## config.mk

```make
export PLATFORM = sky130hd
export DESIGN_NAME = dac_spi_rx
export DESIGN_NICKNAME = d
export VERILOG_FILES = /design/src/rtl/dac_spi_rx_pkg.sv /design/src/rtl/dac_spi_rx_spi_in_sync.sv /design/src/rtl/dac_spi_rx.sv
export SDC_FILE = /design/constraint.sdc
export NUM_CORES = 1
export LEC_CHECK = 0
export ABC_AREA = 1
export BUFFER_PORTS_ARGS = -buffer_cell sky130_fd_sc_hd__buf_2
export CAP_MARGIN = 20
export CORE_ASPECT_RATIO = 1.1
export CORE_MARGIN = 2
export CORE_UTILIZATION = 40
export DETAILED_ROUTE_END_ITERATION = 7
export GPL_ROUTABILITY_DRIVEN = 0
export PLACE_DENSITY = 0.66
export SLEW_MARGIN = 5
export SYNTH_ARGS = -nofsm -noshare
export SYNTH_HDL_FRONTEND = slang
export SYNTH_SLANG_ARGS = --single-unit
export TNS_END_PERCENT = 50
```

## constraint.sdc

```tcl
create_clock -name clk -period 13.4 [get_ports clk]
set_input_delay 0 -clock clk [delete_from_list [all_inputs] [get_ports clk]]
set_output_delay 0 -clock clk [all_outputs]
set_load 0.02 [all_outputs]
```

## src/rtl/dac_spi_rx_pkg.sv

```systemverilog
// rtl/dac_spi_rx_pkg.sv - shared command codes, broadcast address and FSM encoding
package dac_spi_rx_pkg;

    localparam logic [3:0] CMD_WR_IN  = 4'h0;
    localparam logic [3:0] CMD_UPD    = 4'h1;
    localparam logic [3:0] CMD_WR_UPD = 4'h3;
    localparam logic [3:0] CMD_RST    = 4'h7;

    localparam logic [3:0] ADDR_BCAST = 4'hF;

    typedef enum logic [1:0] {
        WAIT_IDLE = 2'd0,
        IDLE      = 2'd1,
        SHIFT     = 2'd2,
        EVAL      = 2'd3
    } state_t;

endpackage

```

## src/rtl/dac_spi_rx_spi_in_sync.sv

```systemverilog
// rtl/dac_spi_rx_spi_in_sync.sv - synchronizer chain plus edge detect for one SPI input
//   clk, rst : system clock, asynchronous active-high reset
//   din      : asynchronous pin
//   level    : synchronized level
//   rise     : one-cycle pulse on synchronized 0->1
//   fall     : one-cycle pulse on synchronized 1->0
module spi_in_sync
    import dac_spi_rx_pkg::*;
#(
    parameter int SYNC_STAGES = 2
) (
    input  logic clk,
    input  logic rst,
    input  logic din,
    output logic level,
    output logic rise,
    output logic fall
);

    logic [SYNC_STAGES-1:0] sync_q;
    logic                   prev_q;

    always_ff @(posedge clk or posedge rst) begin
        if (rst) begin
            sync_q <= '0;
            prev_q <= 1'b0;
        end else begin
            sync_q[0] <= din;
            for (int i = 1; i < SYNC_STAGES; i++) begin
                sync_q[i] <= sync_q[i-1];
            end
            prev_q <= sync_q[SYNC_STAGES-1];
        end
    end

    assign level = sync_q[SYNC_STAGES-1];
    assign rise  = level & ~prev_q;
    assign fall  = ~level & prev_q;

endmodule

```

## src/rtl/dac_spi_rx.sv

```systemverilog
// rtl/dac_spi_rx.sv - SPI DAC-style frame receiver with channel input/output registers
//   clk, rst          : system clock, asynchronous active-high reset
//   spi_sclk/data/sync: SPI pins (sync active low, data sampled on sclk fall)
//   rd_addr, rd_data  : registered read of a channel output register
//   frame_valid/err   : one-cycle pulses for good / wrong-length frames
//   frame_comm/addr/data : fields of the last good frame
//   frame_cnt         : good frame counter (wraps)
module dac_spi_rx
    import dac_spi_rx_pkg::*;
#(
    parameter int DWIDTH      = 24,
    parameter int NCH         = 8,
    parameter int SYNC_STAGES = 2
) (
    input  logic        clk,
    input  logic        rst,
    input  logic        spi_sclk,
    input  logic        spi_data,
    input  logic        spi_sync,
    input  logic [3:0]  rd_addr,
    output logic [15:0] rd_data,
    output logic        frame_valid,
    output logic [3:0]  frame_comm,
    output logic [3:0]  frame_addr,
    output logic [15:0] frame_data,
    output logic        frame_err,
    output logic [15:0] frame_cnt
);

    localparam int            CW       = $clog2(DWIDTH + 2);
    localparam logic [CW-1:0] CNT_FULL = CW'(DWIDTH);
    localparam logic [CW-1:0] CNT_SAT  = CW'(DWIDTH + 1);

    logic sclk_lvl_unused, sclk_rise_unused, sclk_fall;
    logic data_lvl, data_rise_unused, data_fall_unused;
    logic sync_lvl, sync_rise, sync_fall;

    state_t state, state_nxt;

    logic [CW-1:0]     bit_cnt;
    logic [DWIDTH-1:0] shreg;
    logic [15:0]       in_reg  [NCH];
    logic [15:0]       out_reg [NCH];
    logic [15:0]       good_cnt;
    logic [15:0]       rd_mux;

    logic [3:0]  sh_comm, sh_addr;
    logic [15:0] sh_data;

    logic clr_cnt, shift_en, good, bad;

    spi_in_sync #(.SYNC_STAGES(SYNC_STAGES)) u_sync_sclk (
        .clk(clk), .rst(rst), .din(spi_sclk),
        .level(sclk_lvl_unused), .rise(sclk_rise_unused), .fall(sclk_fall)
    );

    spi_in_sync #(.SYNC_STAGES(SYNC_STAGES)) u_sync_data (
        .clk(clk), .rst(rst), .din(spi_data),
        .level(data_lvl), .rise(data_rise_unused), .fall(data_fall_unused)
    );

    spi_in_sync #(.SYNC_STAGES(SYNC_STAGES)) u_sync_sync (
        .clk(clk), .rst(rst), .din(spi_sync),
        .level(sync_lvl), .rise(sync_rise), .fall(sync_fall)
    );

    assign sh_comm   = shreg[DWIDTH-1 -: 4];
    assign sh_addr   = shreg[DWIDTH-5 -: 4];
    assign sh_data   = shreg[15:0];
    assign frame_cnt = good_cnt;

    always_ff @(posedge clk or posedge rst) begin
        if (rst) begin
            state <= WAIT_IDLE;
        end else begin
            state <= state_nxt;
        end
    end

    // Data and sclk share the same synchronizer depth, so data_lvl is
    // aligned with the detected sclk falling edge.
    always_comb begin
        state_nxt = state;
        clr_cnt   = 1'b0;
        shift_en  = 1'b0;
        good      = 1'b0;
        bad       = 1'b0;
        case (state)
            WAIT_IDLE: begin
                if (sync_lvl) state_nxt = IDLE;
            end
            IDLE: begin
                if (sync_fall) begin
                    state_nxt = SHIFT;
                    clr_cnt   = 1'b1;
                end
            end
            SHIFT: begin
                if (sync_rise) begin
                    state_nxt = EVAL;
                end else if (sclk_fall) begin
                    shift_en = 1'b1;
                end
            end
            EVAL: begin
                state_nxt = IDLE;
                good      = (bit_cnt == CNT_FULL);
                bad       = (bit_cnt != '0) && (bit_cnt != CNT_FULL);
            end
            default: state_nxt = WAIT_IDLE;
        endcase
    end

    always_comb begin
        rd_mux = '0;
        for (int ch = 0; ch < NCH; ch++) begin
            if (rd_addr == 4'(ch)) rd_mux = out_reg[ch];
        end
    end

    always_ff @(posedge clk or posedge rst) begin
        if (rst) begin
            bit_cnt     <= '0;
            shreg       <= '0;
            good_cnt    <= '0;
            frame_valid <= 1'b0;
            frame_err   <= 1'b0;
            frame_comm  <= '0;
            frame_addr  <= '0;
            frame_data  <= '0;
            rd_data     <= '0;
            for (int ch = 0; ch < NCH; ch++) begin
                in_reg[ch]  <= '0;
                out_reg[ch] <= '0;
            end
        end else begin
            frame_valid <= good;
            frame_err   <= bad;
            rd_data     <= rd_mux;

            if (clr_cnt) begin
                bit_cnt <= '0;
            end else if (shift_en) begin
                shreg <= {shreg[DWIDTH-2:0], data_lvl};
                // Saturating one past full marks an over-length frame.
                if (bit_cnt != CNT_SAT) bit_cnt <= bit_cnt + CW'(1);
            end

            if (good) begin
                frame_comm <= sh_comm;
                frame_addr <= sh_addr;
                frame_data <= sh_data;
                good_cnt   <= good_cnt + 16'd1;
                for (int ch = 0; ch < NCH; ch++) begin
                    if (sh_comm == CMD_RST) begin
                        in_reg[ch]  <= '0;
                        out_reg[ch] <= '0;
                    end else if (sh_addr == ADDR_BCAST || sh_addr == 4'(ch)) begin
                        case (sh_comm)
                            CMD_WR_IN:  in_reg[ch] <= sh_data;
                            CMD_UPD:    out_reg[ch] <= in_reg[ch];
                            CMD_WR_UPD: begin
                                in_reg[ch]  <= sh_data;
                                out_reg[ch] <= sh_data;
                            end
                            default: ;
                        endcase
                    end
                end
            end
        end
    end

endmodule

```

# Word level (Yosys, flattened, before mapping)
# Cells that the tools add are included.
# classes
n_addsub	2
eq_ne	27
n_mux	63
n_bitwise	7
n_reduce_logical	46
# op_table
operator	n
$mux W16	41
$pmux W16 S2	8
$reduce_and A3 Y1	17
$eq A4 B3 Y1 const B	9
$reduce_bool A2 Y1	11
$eq A4 B2 Y1 const B	5
$add A16 B1 Y16 const B	1
$mux W5	3
$eq A4 B1 Y1 const B	3
$logic_not A4 Y1	3
$ne A5 B5 Y1 const B	2
$logic_or A1 B1 Y1	8
$pmux W2 S4	1
$mux W1	7
$mux W2	3
$add A5 B1 Y5 const B	1
$eq A5 B5 Y1 const B	1
$reduce_bool A5 Y1	1
$eq A2 B2 Y1 const B	2
$eq A4 B4 Y1 const B	1
$ne A2 B2 Y1 const B	2
$not A1 Y1	4
$reduce_and A2 Y1	2
$and A1 B1 Y1	3
6 further kinds	6
# word_totals
reg_bits	353
inputBits	9
output_inout_bits	58
wordCells	176

# Longest topological paths before layout
# Gate-level depths: netlist of run 1.
# logic_depth
depth_word	9
ltp_mapped	10
mapped_depth_nobuf	9

# Hierarchy
# From an unflattened synthesis of run 1, not the netlist that was laid out.
# unflattened
cells_unflattened	1904
area_unflattened_um2	15596.2
# modules_own_cells
module	n_inst	cells_each	area_each_um2	seq_area_each_um2
dac_spi_rx	1	1880	15314.7	8633.3
spi_in_sync	3	8	93.8	75.1

# Least setup slack after synthesis of run 1
# OpenSTA, ideal clock, no wires.
# synth_path
path_kind	flip-flop to flip-flop
start	reg bit_cnt[0]
end	reg in_reg[0] in the netlist's numbering
setup_time_ns	0.130
arrival_time_ns	1.685
t_required_ns	13.270
slack_ns	11.584
path_stages_with_launch	11
n_path_buf	1
synth_period_minus_slack_ns	1.816
path_cell_list	dfrtp_1 > inv_1 > ha_1 > nand4_2 > nor2_4 > inv_2 > nor2_4 > nand2_1 > clkbuf_1 > nand2_1 > o21ai_1
# synth_between
elab_chain_cells	3
# synth_lines
item	line	rtl
from (decl)	dac_spi_rx.sv:40	logic [CW-1:0] bit_cnt;
from (signal assigned)	dac_spi_rx.sv:146	if (bit_cnt != CNT_SAT) bit_cnt <= bit_cnt + CW'(1);
$eq A5 B5 Y1	dac_spi_rx.sv:107	good = (bit_cnt == CNT_FULL);
$mux W1	dac_spi_rx.sv:88	case (state)
$reduce_and A3 Y1 (no line)	-	
to (signal, indexed assignment)	dac_spi_rx.sv:160	CMD_WR_IN: in_reg[ch] <= sh_data;
to (signal, indexed assignment)	dac_spi_rx.sv:163	in_reg[ch] <= sh_data;
to (decl)	dac_spi_rx.sv:42	logic [15:0] in_reg [NCH];
# No other way between the ends.
# A chain may end at the register's enable or synchronous reset.

# Worst setup path in the final report of run 1
# layout_path
start	reg bit_cnt[0]
end	reg in_reg[81] in the netlist's numbering
# The elaborated chain is that of the path after synthesis.

==> key figures, run 1 <==
Clocking
  • # Post-CTS Setup Buffers: 0
  • Worst-Skew Late Latency: 530 ps
  • TritonCTS clock tree: built
  • Clock buffer depth: 3
  • Clock-pin transition on the worst setup and hold timing paths: approximately 60 ps
  • H-tree depth: 2
  • Clock sinks: 353
  • Total CTS buffers: 39
  • Root buffer cell: clkbuf_16

Timing
  • Setup TNS: 0 ps
  • Hold Fails Final Rpt: 0
  • Setup-failing EPs final: 0
  • Period utilization: 0.242
  • Worst setup margin: ~10,000 ps
  • Worst slew pin tran: 1130 ps
  • Unrepaired setup endpoints after global routing: no
  • Clock skew: 14.5 ps
  • Max Slew Vio Count: 0
  • Slew margin rel.: 0.249
  • Min Clock Period, post-route: 3240 ps
  • Fmax: 0.309 GHz

Hold path
  • Hold WC Path Type: in -> reg

Final layout
  • Fillers: 3,794
  • Diodes inserted: 0
  • Commonest non-fill, non-tap cell in the layout: nand2_1
  • Share of cells above drive strength 1: 0.0922
  • Most frequent cells in the layout: 763 x nand2_1, 353 x dfrtp_1, 144 x nand4_1
  • Nets@finish: 1,953
  • Area grow syn2layout: 13.9%

Pwr
  • Sw Share: 0.268
  • Static Leak: approximately 9.0 nW
  • Pwr Density: between 100 and 150 nW/um2
  • Seq pwr share: 0.455
  • Gate power share: 0.089
  • Psw: just under 0.7 mW
  • P_int: ~1.8 mW
  • Worst vdd ir: 0.118 mV
  • Clock Power Share: 0.456

Drt
  • DR vias: between 10,000 and 15,000
  • Wire per inst: 18.0 um
  • Initial DRC Count: 1,208
  • DR DRC count: 0
  • Drt total wl: 44.5 mm
  • Drt first pass iters: 5
  • Via/cell ratio: 5.35
  • ANT nets after route: 0

Critical path
  • Setup Crit Path Kind: reg -> reg
  • CP arrival: ~3600 ps
  • Data required time of the worst path: 13,790 ps
  • Critical path capture point type: flop
  • Critical Path Source Type: flop
  • Crit Path Max Fanout: 144

Global routing
  • First-pass GRT wire length: 71.6 mm
  • Initial antenna violation count: 0
  • Vias in the first global route: 12,853
  • All-Layer GR Usage: 0.219
  • Largest net degree at the start of global routing: 145
  • Gr ovfl total: 0

Synth
  • Mapped Area: 15,800 um2
  • Syn_nets: about 1,900
  • Avg Inst Size Synth: approximately 8.3 um2
  • Post-synthesis sequential area ratio: 0.557
  • Largest area contributor in the netlist: dfrtp_1
  • Synth cell types: 28
  • Syn Inst Count: 1,916
  • Post-synthesis register bit count: 353
  • Top cells by area, synth: dfrtp_1 56%, nand2_1 18%, nand4_1 5.7%, o21ai_1 4.2%, o21ai_0 3.4%
  • Synth Warn #: 0
  • Post-synth top area share: 0.557

Floorplan
  • Die Ht: 213 um
  • Initial Utilization: 0.405
  • Die Wd: 194 um
  • # IOs: 67
  • Core area: about 39,000 um2
  • Die ar.: 41,200 um2
  • Row count: between 70 and 80

Placed design
  • I/O Buffers: 66
  • Setup WS pre-CTS: 9910 ps
  • HPWL after DPL: about 27 mm

Flow run
  • Max-cap violations: 0

Run status
  • Status: complete, no violations
[stage by stage]
step / area (um2) / hold slack, ps / cells / utilization / power [mW]
6_report: 18000 / 27.3 / 2470 / 0.462 / 2.52
5_1_grt: 18000 / 58.8 / 2470 / 0.462 / 2.61
4_1_cts: 17900 / 29.7 / 2465 / 0.459 / 2.53
3_5_place_dp: 16500 / 111 / 2392 / 0.422 / 1.39
3_3_place_gp: 16500 / 110 / 2392 / 0.422 / 1.38
2_1_floorplan: 15800 / 31.4 / 1916 / - / 1.28
[power groups by stage]
stage | combinational, mW | clock [mW] | sequential, mW
2_1_floorplan | 0.134 | 0 | 1.14
3_5_place_dp | 0.224 | 0 | 1.16
4_1_cts | 0.226 | 1.16 | 1.14
5_1_grt | 0.249 | 1.21 | 1.15
6_report | 0.225 | 1.15 | 1.15
3_3_place_gp | 0.218 | 0 | 1.16
[worst paths after layout]
path / from / to / slack (ps) / cells after the start
max: bit_cnt[0]$_DFFE_PP0P_ / in_reg[81]$_DFFE_PP0P_ / 10160 / 11
min: rd_addr[3] / rd_data[9]$_DFF_PP0_ / 30 / 6
max reg2reg: bit_cnt[0]$_DFFE_PP0P_ / in_reg[81]$_DFFE_PP0P_ / 10160 / 11
min reg2reg: u_sync_data.sync_q[0]$_DFF_PP0_ / u_sync_data.sync_q[1]$_DFF_PP0_ / 350 / 0
min in group asynchronous: rst / rd_data[13]$_DFF_PP0_ / 170 / 3
max in group asynchronous: rst / shreg[14]$_DFFE_PP0P_ / 10740 / 5
[cells in the mapped netlist]
cell / n
a211oi_2: 1
a21boi_0: 1
a21oi_1: 8
buf_1: 10
buf_2: 49
buf_4: 1
clkbuf_1: 55
clkinv_1: 2
dfrtp_1: 353
ha_1: 9
inv_1: 79
inv_2: 3
nand2_1: 764
nand2_2: 8
nand3_1: 88
nand3_2: 7
nand4_1: 144
nand4_2: 1
nor2_1: 64
nor2_4: 3
nor3_1: 4
nor3_2: 2
o211ai_1: 2
o21ai_0: 109
o21ai_1: 132
o311a_1: 1
xnor2_1: 7
xor2_1: 9
[cell families after synthesis]
family	Yosys count	synth area share
xor+xnor	16	0.00884
fa+ha+maj	9	0.00711
compound gates	254	0.0815
buf+inv	199	0.0512
simple gates	1085	0.294
flops	353	0.557
[worst max-delay path, cell delays in order (launching register included)]
cell	delay, ps
dfrtp_1	410
inv_1	110
ha_1	190
nand4_2	150
nor2_4	130
buf_12	450
inv_2	460
nor2_4	300
nand2_1	420
buf_16	320
nand2_1	60
o21ai_1	60
[cell type report]
class	instances	area, um2	area share
Multi-Input combinational cell	1364	6230	0.346
Tap cell	507	634	0.0352
Inverter	84	323	0.0179
Clock buffer	54	1120	0.0623
Timing Repair Buffer	93	643	0.0356
Sequential cell	353	8830	0.490
Clock inverter	15	251	0.0139
[layer usage]
metal	global-route usage	up-vias	wire length (um)
li1	-	6343	-
met1	0.294	6333	19100
met2	0.356	463	20700
met3	0.0366	85	3060
met4	0.0903	0	1680
met5	0	-	0
[timing repair]
action | CTS | global route
gates resized for setup | 0 | 0
hold endpoints to repair | 135 | 0
hold buffers | 4 | 0
(Power assumes the default switching activity.)
==> run 2, diff against run 1 <==
--- a/config.mk
+++ b/config.mk
@@ -5,7 +5,7 @@
 export SDC_FILE = /design/constraint.sdc
 export NUM_CORES = 1
 export LEC_CHECK = 0
-export ABC_AREA = 1
+export ABC_AREA = 0
 export BUFFER_PORTS_ARGS = -buffer_cell sky130_fd_sc_hd__buf_2
 export CAP_MARGIN = 20
 export CORE_ASPECT_RATIO = 1.1
==> constraint.sdc (replaced) <==
create_clock -name clk -period 3.3 [get_ports clk]
set_input_delay 0 -clock clk [delete_from_list [all_inputs] [get_ports clk]]
set_output_delay 0 -clock clk [all_outputs]
set_load 0.02 [all_outputs]
==> run 2 against run 1 <==
Net effect: non-clock buffer count rose by 10; cell area fell by 2.8%; via count fell by 13%; synthesized cell count fell by 20%; global-route usage fell by 1.7 points; register-to-register slack got worse by 9200 ps; utilization fell by 0.13 points; hold slack got worse by 1.2 ps; clock power rose to 4.1 times the previous value; sequential share of layout area rose by 1.4 points.
==> key figures, run 2 <==
Clocking
  • CTS resizes: 0 (unchanged)
  • Clock buffer depth: 3 (unchanged)
  • Worst-Skew Late Latency: 530 ps (about the same)
  • Root buffer cell: clkbuf_16
  • H-tree depth: 2 (unchanged)
  • TritonCTS clock tree: built
  • Total CTS buffers: 38 (-2.6%)
  • Clock sinks: 353 (unchanged)
  • Clock-pin transition on the worst setup and hold timing paths: 60 ps (about the same)

Critical path
  • Critical path capture point type: flop
  • Crit Path Max Fanout: 16 (-89%)
  • CP top delay family: simple AND/OR/NAND/NOR gates
  • Buffers plus inverters on the worst setup path: 1 (-3)
  • Data required time of the worst path: 3750 ps (-10,040 ps)
  • Reg-to-Reg Start: bit_cnt[0]$_DFFE_PP0P_
  • WP depth: 7 (-4)
  • Critical path's largest stage delay: 560 ps (+100 ps)
  • Setup Crit Path Kind: reg -> reg
  • Reg2reg path depth: 7 (-4)
  • Worst setup path end: in_reg[47]$_DFFE_PP0P_
  • FF-to-FF End: in_reg[47]$_DFFE_PP0P_
  • Slowest stage cell on the critical path: nor2_4
  • CP arrival: 2820 ps (-810 ps)
  • CP startpoint: bit_cnt[0]$_DFFE_PP0P_
  • Cell Chain, Critical Path: inv_1 > ha_1 > nand4b_2 > nor3_4 > nand2_1 > nor2_4 > a22o_1
  • Worst R2R Setup Slack: 930 ps (-9230 ps)
  • Critical Path Source Type: flop

Synth
  • Synth Warn #: 0 (unchanged)
  • Top cells by area, synth: dfrtp_1 57%, a21oi_1 8.4%, nand2_1 5.5%, o21ai_0 3.7%, a22o_1 3.5%
  • Syn_nets: 1,554 (-20%)
  • Synth cell types: 53 (+89%)
  • Largest area contributor in the netlist: dfrtp_1
  • Mapped Area: 15,400 um2 (-2.7%)
  • Post-synthesis sequential area ratio: 0.573 (+0.0152)
  • Ys flop type: dfrtp_1
  • Avg Inst Size Synth: 10.0 um2 (+21%)
  • Post-synthesis register bit count: 353 (unchanged)
  • Post-synth top area share: 0.573 (+0.0152)
  • Most common cell in the netlist: dfrtp_1
  • Top cells by count, synth: 353 x dfrtp_1, 259 x a21oi_1, 227 x nand2_1, 136 x nor2_1, 113 x o21ai_0
  • Number of synthesized flops with an enable pin: 0 (unchanged)
  • Syn Inst Count: 1,536 (-20%)
  • FFs w/ async S/R, synth: 1.00 (unchanged)

Timing
  • Min Clock Period, post-route: 2370 ps (-871 ps)
  • Hold WS: 26.1 ps (-1.15 ps)
  • Slew margin rel.: 0.402 (+0.153)
  • Period utilization: 0.718 (+0.476)
  • Worst setup margin: 930 ps (-9230 ps)
  • Worst slew pin tran: 895 ps (-231 ps)
  • Max Slew Vio Count: 0 (unchanged)
  • Hold Fails Final Rpt: 0 (unchanged)
  • Clock skew: 24.7 ps (+10.2 ps)
  • Unrepaired setup endpoints after global routing: no
  • Fmax: 0.422 GHz (+37%)
  • Setup-failing EPs final: 0 (unchanged)

Floorplan
  • Die Wd: 191 um (-1.3%)
  • Core area: 38,100 um2 (-2.5%)
  • Die ar.: 40,200 um2 (-2.6%)
  • Initial Utilization: 0.405 (-0.000569)
  • Die Ht: 210 um (-1.3%)
  • Row count: 75 (-1.3%)
  • # IOs: 67 (unchanged)

Hold path
  • Hold WC Path Type: in -> reg

Global routing
  • First-pass GRT wire length: 63.5 mm (-11%)
  • All-Layer GR Usage: 0.202 (-0.0168)
  • Gr ovfl total: 0 (unchanged)
  • Largest net degree at the start of global routing: 129 (-11%)
  • Initial antenna violation count: 3 (+3)
  • Vias in the first global route: 11,275 (-12%)

Pwr
  • Pwr Density: 549 nW/um2 (+290%)
  • Static Leak: 8.18 nW (-9.1%)
  • Worst vdd ir: 0.338 mV (+190%)
  • Tot Pwr: 9.64 mW (+280%)

Final layout
  • Nets@finish: 1,575 (-19%)
  • Commonest non-fill, non-tap cell in the layout: dfrtp_1
  • Most frequent cells in the layout: 353 x dfrtp_1, 258 x a21oi_1, 227 x nand2_1
  • Finished Core Util: 0.460 (-0.00128)
  • Share of cells above drive strength 1: 0.139 (+0.0472)
  • Diodes inserted: 0 (unchanged)
  • Area grow syn2layout: 13.7%
  • Fillers: 3,653 (-3.7%)

Drt
  • DR vias: 11,440 (-13%)
  • Drt first pass iters: 7 (+2)
  • ANT nets after route: 0 (unchanged)
  • DR DRC count: 0 (unchanged)
  • Wire per inst: 19.3 um (+6.9%)
  • Via/cell ratio: 5.49 (+2.5%)
  • Drt total wl: 40.1 mm (-9.8%)
  • Initial DRC Count: 975 (-19%)

Placed design
  • Setup WS pre-CTS: 948 ps (-8960 ps)
  • I/O Buffers: 66 (unchanged)
  • HPWL after DPL: 23.5 mm (-12%)

Run status
  • Status: complete, no violations

Flow run
  • Max-cap violations: 0 (unchanged)
==> run 2: changes by cell type after synthesis, moves of 10 or more <==
cell	before	now
o21ai_1	132	2
nand3_1	88	12
nor2_1	64	136
mux2_2	0	38
xnor2_1	7	17
o211ai_1	2	13
a21oi_1	8	259
and2_1	0	18
a22o_1	0	61
nand4_1	144	10
nand2_1	764	227
mux2i_1	0	49
inv_1	79	26
==> run 2: cell type report <==
class / count / area, um2 / share of cell area
clock inverter: 14 / 255 / 0.0146
sequential: 353 / 8830 / 0.504
inverter: 26 / 101 / 0.00578
multi-input combinational: 1035 / 5910 / 0.337
timing repair buffer: 103 / 686 / 0.0391
tap: 500 / 626 / 0.0357
clock buffer: 54 / 1130 / 0.0646
==> run 2: report_power, final <==
part	internal, mW	switching (mW)	total, mW
clock network	2.94	1.74	4.68
logic	0.154	0.316	0.470
registers	4.39	0.0981	4.49
total	7.48	2.15	9.64
==> run 2: what timing repair did <==
item,4_1_cts,5_1_grt
hold buffers,6,0
buffers inserted,0,0
endpoints found under the setup margin,0,0
hold endpoints to repair,358,0
==> run 2: through the flow <==
stage               std cells  setup TNS [ps]  instance area (um2)
finish                   2085               0                17500
global route             2085               0                17500
CTS                      2085               0                17500
detailed placement       2011               0                16100
global placement         2011               0                16100
floorplan                1536         -504220                15400
==> run 2: tightest hold or removal path, delay by kind of cell <==
kind,cells,cell delay [ps]
AOI/OAI and AO/OA,1,80
buffers and inverters,1,280
and+or+nand+nor,1,130
==> run 2: cells by family after synthesis <==
logic type	synth area share
AOI/OAI and AO/OA	0.175
and+or+nand+nor	0.124
DFF	0.573
buffers and inverters	0.0447
muxes	0.0625
xor gates and xnor gates	0.0136
adders and majority gates	0.00730
==> run 2: worst min path at each step <==
stage,startpoint,end,cells past startpoint
after floorplan,spi_data,u_sync_data.sync_q[0]$_DFF_PP0_,0
after global placement,rst,in_reg[98]$_DFFE_PP0P_,2
after detailed placement,rst,in_reg[98]$_DFFE_PP0P_,2
after CTS,rd_addr[2],rd_data[13]$_DFF_PP0_,3
after global routing,rd_addr[2],rd_data[11]$_DFF_PP0_,3
final,rd_addr[2],rd_data[11]$_DFF_PP0_,3
==> run 2: routing by layer <==
metal	up-vias	track usage	wire length (um)
met2	375	0.323	18800
met1	5651	0.287	17700
met4	0	0.0621	1190
li1	5339	-	-
met5	-	0	0
met3	75	0.0286	2470
